File: config.mk
export PLATFORM = sky130hd
export DESIGN_NAME = rf_wb_arbiter
export DESIGN_NICKNAME = d
export VERILOG_FILES = /design/src/rtl/rf_wb_arbiter.sv
export SDC_FILE = /design/constraint.sdc
export NUM_CORES = 1
export LEC_CHECK = 0
export CORE_MARGIN = 2
export CORE_UTILIZATION = 45
export CTS_BUF_LIST = sky130_fd_sc_hd__clkbuf_16
export CTS_CLUSTER_SIZE = 28
export DETAILED_ROUTE_END_ITERATION = 10
export PLACE_DENSITY = 0.65
export SLEW_MARGIN = 20
export SYNTH_ARGS = -nofsm -noshare
export SYNTH_HDL_FRONTEND = slang
export SYNTH_SLANG_ARGS = --single-unit
File: constraint.sdc
create_clock -name i_clk -period 5.3 [get_ports i_clk]
set_clock_uncertainty 0.2 [all_clocks]
set_input_delay 1.325 -clock i_clk [delete_from_list [all_inputs] [get_ports i_clk]]
set_output_delay 1.325 -clock i_clk [all_outputs]
set_load 0.01 [all_outputs]
File: src/rtl/rf_wb_arbiter.sv
// rf_wb_arbiter
//   Shares the single reg_file write port between two writeback slots
//   (A = older, B = younger). Accepted results go into an in-order FIFO that
//   drains one write per cycle. Writes to r0 are dropped. When A and B target
//   the same register in the same cycle, only B's result is kept. Two hazard
//   query ports report whether a write to a given register is still pending.
// Ports
//   i_clk, i_rst_n            clock; asynchronous active-low reset
//   i_a_* / o_a_ready         slot A valid/dest/data and its ready
//   i_b_* / o_b_ready         slot B valid/dest/data and its ready
//   i_hold                    suspend draining
//   o_rf_write/_wr/_wd        reg_file write port (FIFO head)
//   i_q_addrK / o_q_hitK      pending-write hazard queries (K = 1, 2)
//   o_count                   occupied FIFO entries
module rf_wb_arbiter #(
  parameter int DEPTH = 4,
  parameter int AW    = 5,
  parameter int DW    = 32,
  localparam int PW   = $clog2(DEPTH),
  localparam int CW   = PW + 1
) (
  input  logic          i_clk,
  input  logic          i_rst_n,
  input  logic          i_a_valid,
  output logic          o_a_ready,
  input  logic [AW-1:0] i_a_wr,
  input  logic [DW-1:0] i_a_wd,
  input  logic          i_b_valid,
  output logic          o_b_ready,
  input  logic [AW-1:0] i_b_wr,
  input  logic [DW-1:0] i_b_wd,
  input  logic          i_hold,
  output logic          o_rf_write,
  output logic [AW-1:0] o_rf_wr,
  output logic [DW-1:0] o_rf_wd,
  input  logic [AW-1:0] i_q_addr1,
  output logic          o_q_hit1,
  input  logic [AW-1:0] i_q_addr2,
  output logic          o_q_hit2,
  output logic [CW-1:0] o_count
);

  logic [DEPTH-1:0][AW-1:0] r_addr;
  logic [DEPTH-1:0][DW-1:0] r_data;
  logic [DEPTH-1:0]         r_vld;
  logic [PW-1:0]            r_wr_ptr, r_rd_ptr;
  logic [CW-1:0]            r_count;

  logic          w_a_acc, w_b_acc, w_st_a, w_st_b, w_deq, w_nonempty;
  logic [PW-1:0] w_b_slot;
  logic [DEPTH-1:0] w_hit1, w_hit2;

  // Ready depends only on registered occupancy, never on this cycle's drain.
  assign o_a_ready = (r_count <= CW'(DEPTH - 1));
  assign o_b_ready = (r_count <= CW'(DEPTH - 2));

  assign w_a_acc = i_a_valid & o_a_ready;
  assign w_b_acc = i_b_valid & o_b_ready;

  // r0 writes complete the handshake but store nothing; on a same-register
  // pair the younger slot B wins and A is discarded.
  assign w_st_b   = w_b_acc & (i_b_wr != '0);
  assign w_st_a   = w_a_acc & (i_a_wr != '0) & ~(w_st_b & (i_b_wr == i_a_wr));
  assign w_b_slot = r_wr_ptr + PW'(w_st_a);

  assign w_nonempty = (r_count != '0);
  assign w_deq      = w_nonempty & ~i_hold;

  assign o_rf_write = w_deq;
  assign o_rf_wr    = w_nonempty ? r_addr[r_rd_ptr] : '0;
  assign o_rf_wd    = w_nonempty ? r_data[r_rd_ptr] : '0;
  assign o_count    = r_count;

  always_comb begin
    w_hit1 = '0;
    w_hit2 = '0;
    for (int i = 0; i < DEPTH; i++) begin
      w_hit1[i] = r_vld[i] & (r_addr[i] == i_q_addr1);
      w_hit2[i] = r_vld[i] & (r_addr[i] == i_q_addr2);
    end
  end

  assign o_q_hit1 = (i_q_addr1 != '0) & (|w_hit1);
  assign o_q_hit2 = (i_q_addr2 != '0) & (|w_hit2);

  always_ff @(posedge i_clk or negedge i_rst_n) begin
    if (!i_rst_n) begin
      r_addr   <= '0;
      r_data   <= '0;
      r_vld    <= '0;
      r_wr_ptr <= '0;
      r_rd_ptr <= '0;
      r_count  <= '0;
    end else begin
      // A slot being enqueued is never the head being popped (no enqueue
      // when full), so clear-then-set ordering is safe.
      if (w_deq) begin
        r_vld[r_rd_ptr] <= 1'b0;
        r_rd_ptr        <= r_rd_ptr + 1'b1;
      end
      if (w_st_a) begin
        r_addr[r_wr_ptr] <= i_a_wr;
        r_data[r_wr_ptr] <= i_a_wd;
        r_vld[r_wr_ptr]  <= 1'b1;
      end
      if (w_st_b) begin
        r_addr[w_b_slot] <= i_b_wr;
        r_data[w_b_slot] <= i_b_wd;
        r_vld[w_b_slot]  <= 1'b1;
      end
      r_wr_ptr <= r_wr_ptr + PW'(w_st_a) + PW'(w_st_b);
      r_count  <= r_count + CW'(w_st_a) + CW'(w_st_b) - CW'(w_deq);
    end
  end

endmodule

# ---- Yosys cells after proc, flatten, opt, wreduce, memory -nomap -nowiden
# Cells that the tools add are included.
dict set report classes {
  eq_ne 9
  n_mul 0
  n_addsub 6
  div 0
  n_lt_le_gt_ge 8
  shifts 0
  muxes 31
  reduce_logical 10
  bitwise_logic 23
}
# cell n
set ops {}
lappend ops {{$bwmux W128} 2}
lappend ops {{$mux W128} 2}
lappend ops {{$demux W32 S2} 2}
lappend ops {{$mux W32} 4}
lappend ops {{$bmux W32 S2} 1}
lappend ops {{$eq A5 B5 Y1} 9}
lappend ops {{$bwmux W20} 2}
lappend ops {{$mux W20} 2}
lappend ops {{$demux W5 S2} 2}
lappend ops {{$mux W5} 4}
lappend ops {{$reduce_bool A5 Y1} 4}
lappend ops {{$and A1 B1 Y1} 17}
lappend ops {{$mux W4} 3}
lappend ops {{$bmux W5 S2} 1}
lappend ops {{$lt A2 B3 Y1 const B} 3}
lappend ops {{$or A4 B4 Y4} 2}
lappend ops {{$reduce_or A4 Y1} 2}
lappend ops {{$add A3 B1 Y3} 2}
lappend ops {{$demux W1 S2} 3}
lappend ops {{$ge A2 B1 Y1 const B} 3}
lappend ops {{$le A3 B2 Y1 const B} 2}
lappend ops {{$add A2 B1 Y2} 2}
lappend ops {{$and A4 B4 Y4} 1}
lappend ops {{$not A4 Y4} 1}
lappend ops {{6 further kinds} 11}
dict set report word_totals {
  input_bits 89
  output_inout_bits 45
  latch_bits 0
  memories 0
  ram_bits 0
  rom_bits 0
  word_cells 99
  regBits 159
}

# ---- Longest topological paths before layout
# Gate-level depths: netlist of the first run.
dict set report depth {
  ltp_word 13
  mapped_depth 17
  depth_no_buf 12
}

# ---- Least setup slack after synthesis of the first run
# OpenSTA, ideal clock, no wires.
dict set report synth_timing {
  kind {input port to flip-flop}
  start {input i_b_wr[1]}
  end {register r_data[22] (netlist bit)}
  required_ns 4.974
  stages 16
  setup_time_ns 0.126
  path_buffers 6
  setup_slack_ns 0.688
  arrival_ns 4.286
  path_cell_list {or4_4 -> nor2_4 -> buf_6 -> or4_1 -> buf_4 -> buf_6 -> buf_6 -> nand3_1 -> inv_1 -> ha_1 -> xnor2_1 -> or4b_2 -> buf_2 -> buf_1 -> nor2_1 -> a21oi_1}
}
dict set report synth_via {
  elab_chain_len 12
  elab_cells_between_ends 15
  cone_classes {add/sub: 1; order compare: 2; eq/ne: 1; mux: 5; bitwise: 4; reduce/logical: 2}
}
# element line_no
set synth_rtl {}
lappend synth_rtl {{start: declaration} 30} ;# input logic [AW-1:0] i_b_wr,
lappend synth_rtl {{$reduce_bool A5 Y1} 62} ;# assign w_st_b = w_b_acc & (i_b_wr != '0);
lappend synth_rtl {{$and A1 B1 Y1} 62}
lappend synth_rtl {{$and A1 B1 Y1} 63} ;# assign w_st_a = w_a_acc & (i_a_wr != '0) & ~(w_st_b & (i_b_wr == i_a_wr));
lappend synth_rtl {{$not A1 Y1} 63}
lappend synth_rtl {{$and A1 B1 Y1} 63}
lappend synth_rtl {{$add A2 B1 Y2} 64} ;# assign w_b_slot = r_wr_ptr + PW'(w_st_a);
lappend synth_rtl {{$lt A2 B3 Y1 (not written as such) / $ge A2 B1 Y1 (equally long branches)} 108} ;# r_data[w_b_slot] <= i_b_wd;
lappend synth_rtl {{$logic_and A1 B1 Y1 (not written as such)} 108}
lappend synth_rtl {{$mux W32 (not written as such)} 108}
lappend synth_rtl {{$demux W32 S2} 108}
lappend synth_rtl {{$bwmux W128} 108}
lappend synth_rtl {{$mux W128 *} 106} ;# if (w_st_b) begin
lappend synth_rtl {{end signal: indexed assignment} 103} ;# r_data[r_wr_ptr] <= i_a_wd;
lappend synth_rtl {{end signal: indexed assignment} 108}
lappend synth_rtl {{end: declaration} 44} ;# logic [DEPTH-1:0][DW-1:0] r_data;
# Mark *: on every way between the ends. The rest lies on a longest branch, timed or not.
# A chain may end at the register's enable or synchronous reset.

# ---- Final worst setup path of the first run
dict set report layout_timing {
  start {input i_q_addr1[2]}
  end {output o_q_hit1}
}
dict set report layout_via {
  elab_chain_len 4
  elab_cells_between_ends 11
  cone_classes {eq/ne: 4; bitwise: 5; reduce/logical: 2}
}
# element line_no
set layout_rtl {}
lappend layout_rtl {{start: declaration} 36} ;# input logic [AW-1:0] i_q_addr1,
lappend layout_rtl {{$eq A5 B5 Y1} 78} ;# w_hit1[i] = r_vld[i] & (r_addr[i] == i_q_addr1);
lappend layout_rtl {{$and A1 B1 Y1} 78}
lappend layout_rtl {{$reduce_or A4 Y1} 83} ;# assign o_q_hit1 = (i_q_addr1 != '0) & (|w_hit1);
lappend layout_rtl {{$and A1 B1 Y1 *} 83}
lappend layout_rtl {{end: declaration} 37} ;# output logic o_q_hit1,
# Marks and branches as above.

==> metrics, run 1 <==
endpoint class of the critical path primary output; clock-pin slew on the worst setup and hold paths 0.06 ns; TritonRoute pass-1 iters 5; Post-Route Utilization 55.9%; row cnt 53; largest area contributor in the netlist dfrtp_1; port bufs 133; GRT Overall Usage 29.7%; Synthesis Warnings 0; cts-stage hold buffer count 0; antenna cells 0; mean area per synthesized cell 8.93 um^2; initial antenna violation count 0; relative slew slack 38.4%; Leak Pwr 4.60 nW; Cell variety after synth 39; Tcrit/Tclk final 91.4%; Yosys reg bits 159; Area Overhead vs Synth 21.3%; post-DP HPWL 20000 um; Async S/R FF share, synth 100%; Hold/Removal Path Class flop to flop; Max Buffers Root-to-Sink 2; DP Worst Slack 0.449 ns; RSZ-0062 raised after global routing false; Setup WS post-layout 0.458 ns; Post-Syn Nets 1189; CP max stage cell clkdlybuf4s50_1; Post-Layout Cell Count 1461; prevailing post-synth register cell dfrtp_1; synth top area cells dfrtp_1, a31oi_1, mux4_2; Final Hold Vio Count 0; I/O pin cnt 134; via count 9306; Sink Count 159; Post-Syn Area 9730 um^2; CP delay by family, top buffers and inverters; critical path cell sequence clkdlybuf4s50_1, xor2_1, nor4_1, nand3_1, nand4_1, o21a_1, clkdlybuf4s50_1; CP peak stage delay 0.54 ns; Die W 151 um; Slew @ Worst Pin 0.924 ns; cell mode on critical path clkdlybuf4s50_1; IR drop worst, VDD 0.288 mV; initial cell density of the core 46.1%; critical path launch point type primary input; Yosys top cell area share 40.9%; Avg WL per Cell 22.7 um; share of layout cells above drive strength 1 11.0%; Power Dens Cells 629 nW/um^2; synthesized instance count 1089; core area 21100 um^2; # fillers 1930; outcome complete, no violations; post-CTS resize count 0; Initial DRC Count 903; Die Y 151 um; Final GP Congestion 0.876; reg2reg setup slack 1.75 ns; DRC viols 0; Via density 6.37; CP Class primary input to primary output; vias in the first global route 8996; Final Max Slew Viols 0; Buf/Inv on CP 2; CTS tree done; post-layout minimum cycle time 4.84 ns; total power 0.00742 W; Layout Nets 1274; worst skew pair latency 0.43 ns; Overflow after GRT 0; Antenna Violating Nets Remaining 0; sequential share of the synthesized area 40.9%; setup violators final 0; largest net degree at the start of global routing 92; placed cells 1430; Die ar. 22800 um^2; crit-path max FO 5; TNS Setup 0 ns; CTS buffer count 17; total wire length 33100 um; H-tree levels 4; Post-synth EDFFs 0; Critical Path AT 3.32 ns; global-route wire length before repair 51700 um; Max Cap Violations 0; # Post-CTS Setup Buffers 0; worst path required time 3.77 ns; most common cell in the synthesized netlist dfrtp_1; Post-synth top cells dfrtp_1, nor2_1, a21oi_1; fmax 207 MHz; root buf cell clkbuf_16
## sequential cells by signal (all words and copies together), names as in the netlist
signal,flops
r_data,128
r_vld,4
r_rd_ptr,2
o_count,3
r_addr,20
r_wr_ptr,2
## report_power, final
group / switching (W) / internal [W]
clock: 0.000508 / 0.000682
sequential: 0.000490 / 0.00186
combinational: 0.00187 / 0.00201
## cells by family after synthesis
group | after synthesis | share of synthesized area (%)
flip-flops | 159 | 40.9
AND/OR/NAND/NOR | 244 | 12.3
multiplexers | 37 | 8.57
AO/OA/AOI/OAI | 458 | 25.6
XOR/XNOR | 49 | 4.41
adder cells (fa/ha/maj) | 11 | 1.57
buffers and inverters | 131 | 6.61
## tightest hold or removal path, cell delays in order (launching register included)
cell and delay (ns):
dfrtp_1 0.37, o21ai_0 0.07, a21oi_1 0.06
## per-stage QoR
step / hold slack [ns] / area, um^2
floorplan: 0.284 / 9730
global placement: 0.322 / 11200
detailed placement: 0.328 / 11200
CTS: 0.336 / 11800
global route: 0.353 / 11800
finish: 0.334 / 11800
## routing by layer
layer	vias up	GRT usage (%)	part of all wire [%]
met5	-	0	0
met4	0	9.53	2.1
met3	52	5.03	8.8
met2	516	46.6	47
met1	4598	42.2	42
li1	4140	-	-
## worst paths after layout
| kind | end | startpoint | cells past startpoint |
|---|---|---|---|
| setup reg to reg | r_data[20]$_DFF_PN0_ | o_count[2]$_DFF_PN0_ | 10 |
| setup / recovery | o_q_hit1 | i_q_addr1[2] | 7 |
| max in group asynchronous | r_data[68]$_DFF_PN0_ | i_rst_n | 2 |
| hold reg to reg | r_data[60]$_DFF_PN0_ | r_data[60]$_DFF_PN0_ | 2 |
| hold / removal | r_data[60]$_DFF_PN0_ | r_data[60]$_DFF_PN0_ | 2 |
| min in group asynchronous | r_data[17]$_DFF_PN0_ | i_rst_n | 1 |
## area by class of cell
cell class,instances,area [um^2],share of cell area [%]
inverter,13,48.8,0.414
sequential,159,3980,33.8
multi-input combinational,799,5140,43.6
clock inverter,14,126,1.07
tap,275,344,2.92
timing repair buffer,184,1730,14.6
clock buffer,17,425,3.61
## cells in the final DEF (no fill, tap or decap), types with 32 or more instances in the layout
cell / n
clkdlybuf4s50_1: 132
nor2_1: 153
nor2b_1: 37
a21oi_1: 152
o21ai_0: 147
dfrtp_1: 157
mux4_2: 37
buf_4: 50
a31oi_1: 148
xor2_1: 32
No activity file was read; power rests on OpenSTA's default activity.
==> run 2, diff against run 1 <==
--- a/config.mk
+++ b/config.mk
@@ -10,7 +10,9 @@
 export CTS_BUF_LIST = sky130_fd_sc_hd__clkbuf_16
 export CTS_CLUSTER_SIZE = 28
 export DETAILED_ROUTE_END_ITERATION = 10
+export GPL_ROUTABILITY_DRIVEN = 0
 export PLACE_DENSITY = 0.65
+export SETUP_SLACK_MARGIN = 0.05
 export SLEW_MARGIN = 20
 export SYNTH_ARGS = -nofsm -noshare
 export SYNTH_HDL_FRONTEND = slang
==> results of run 2 <==
Same layout as run 1: the final DEF is identical, and so are final timing and power.
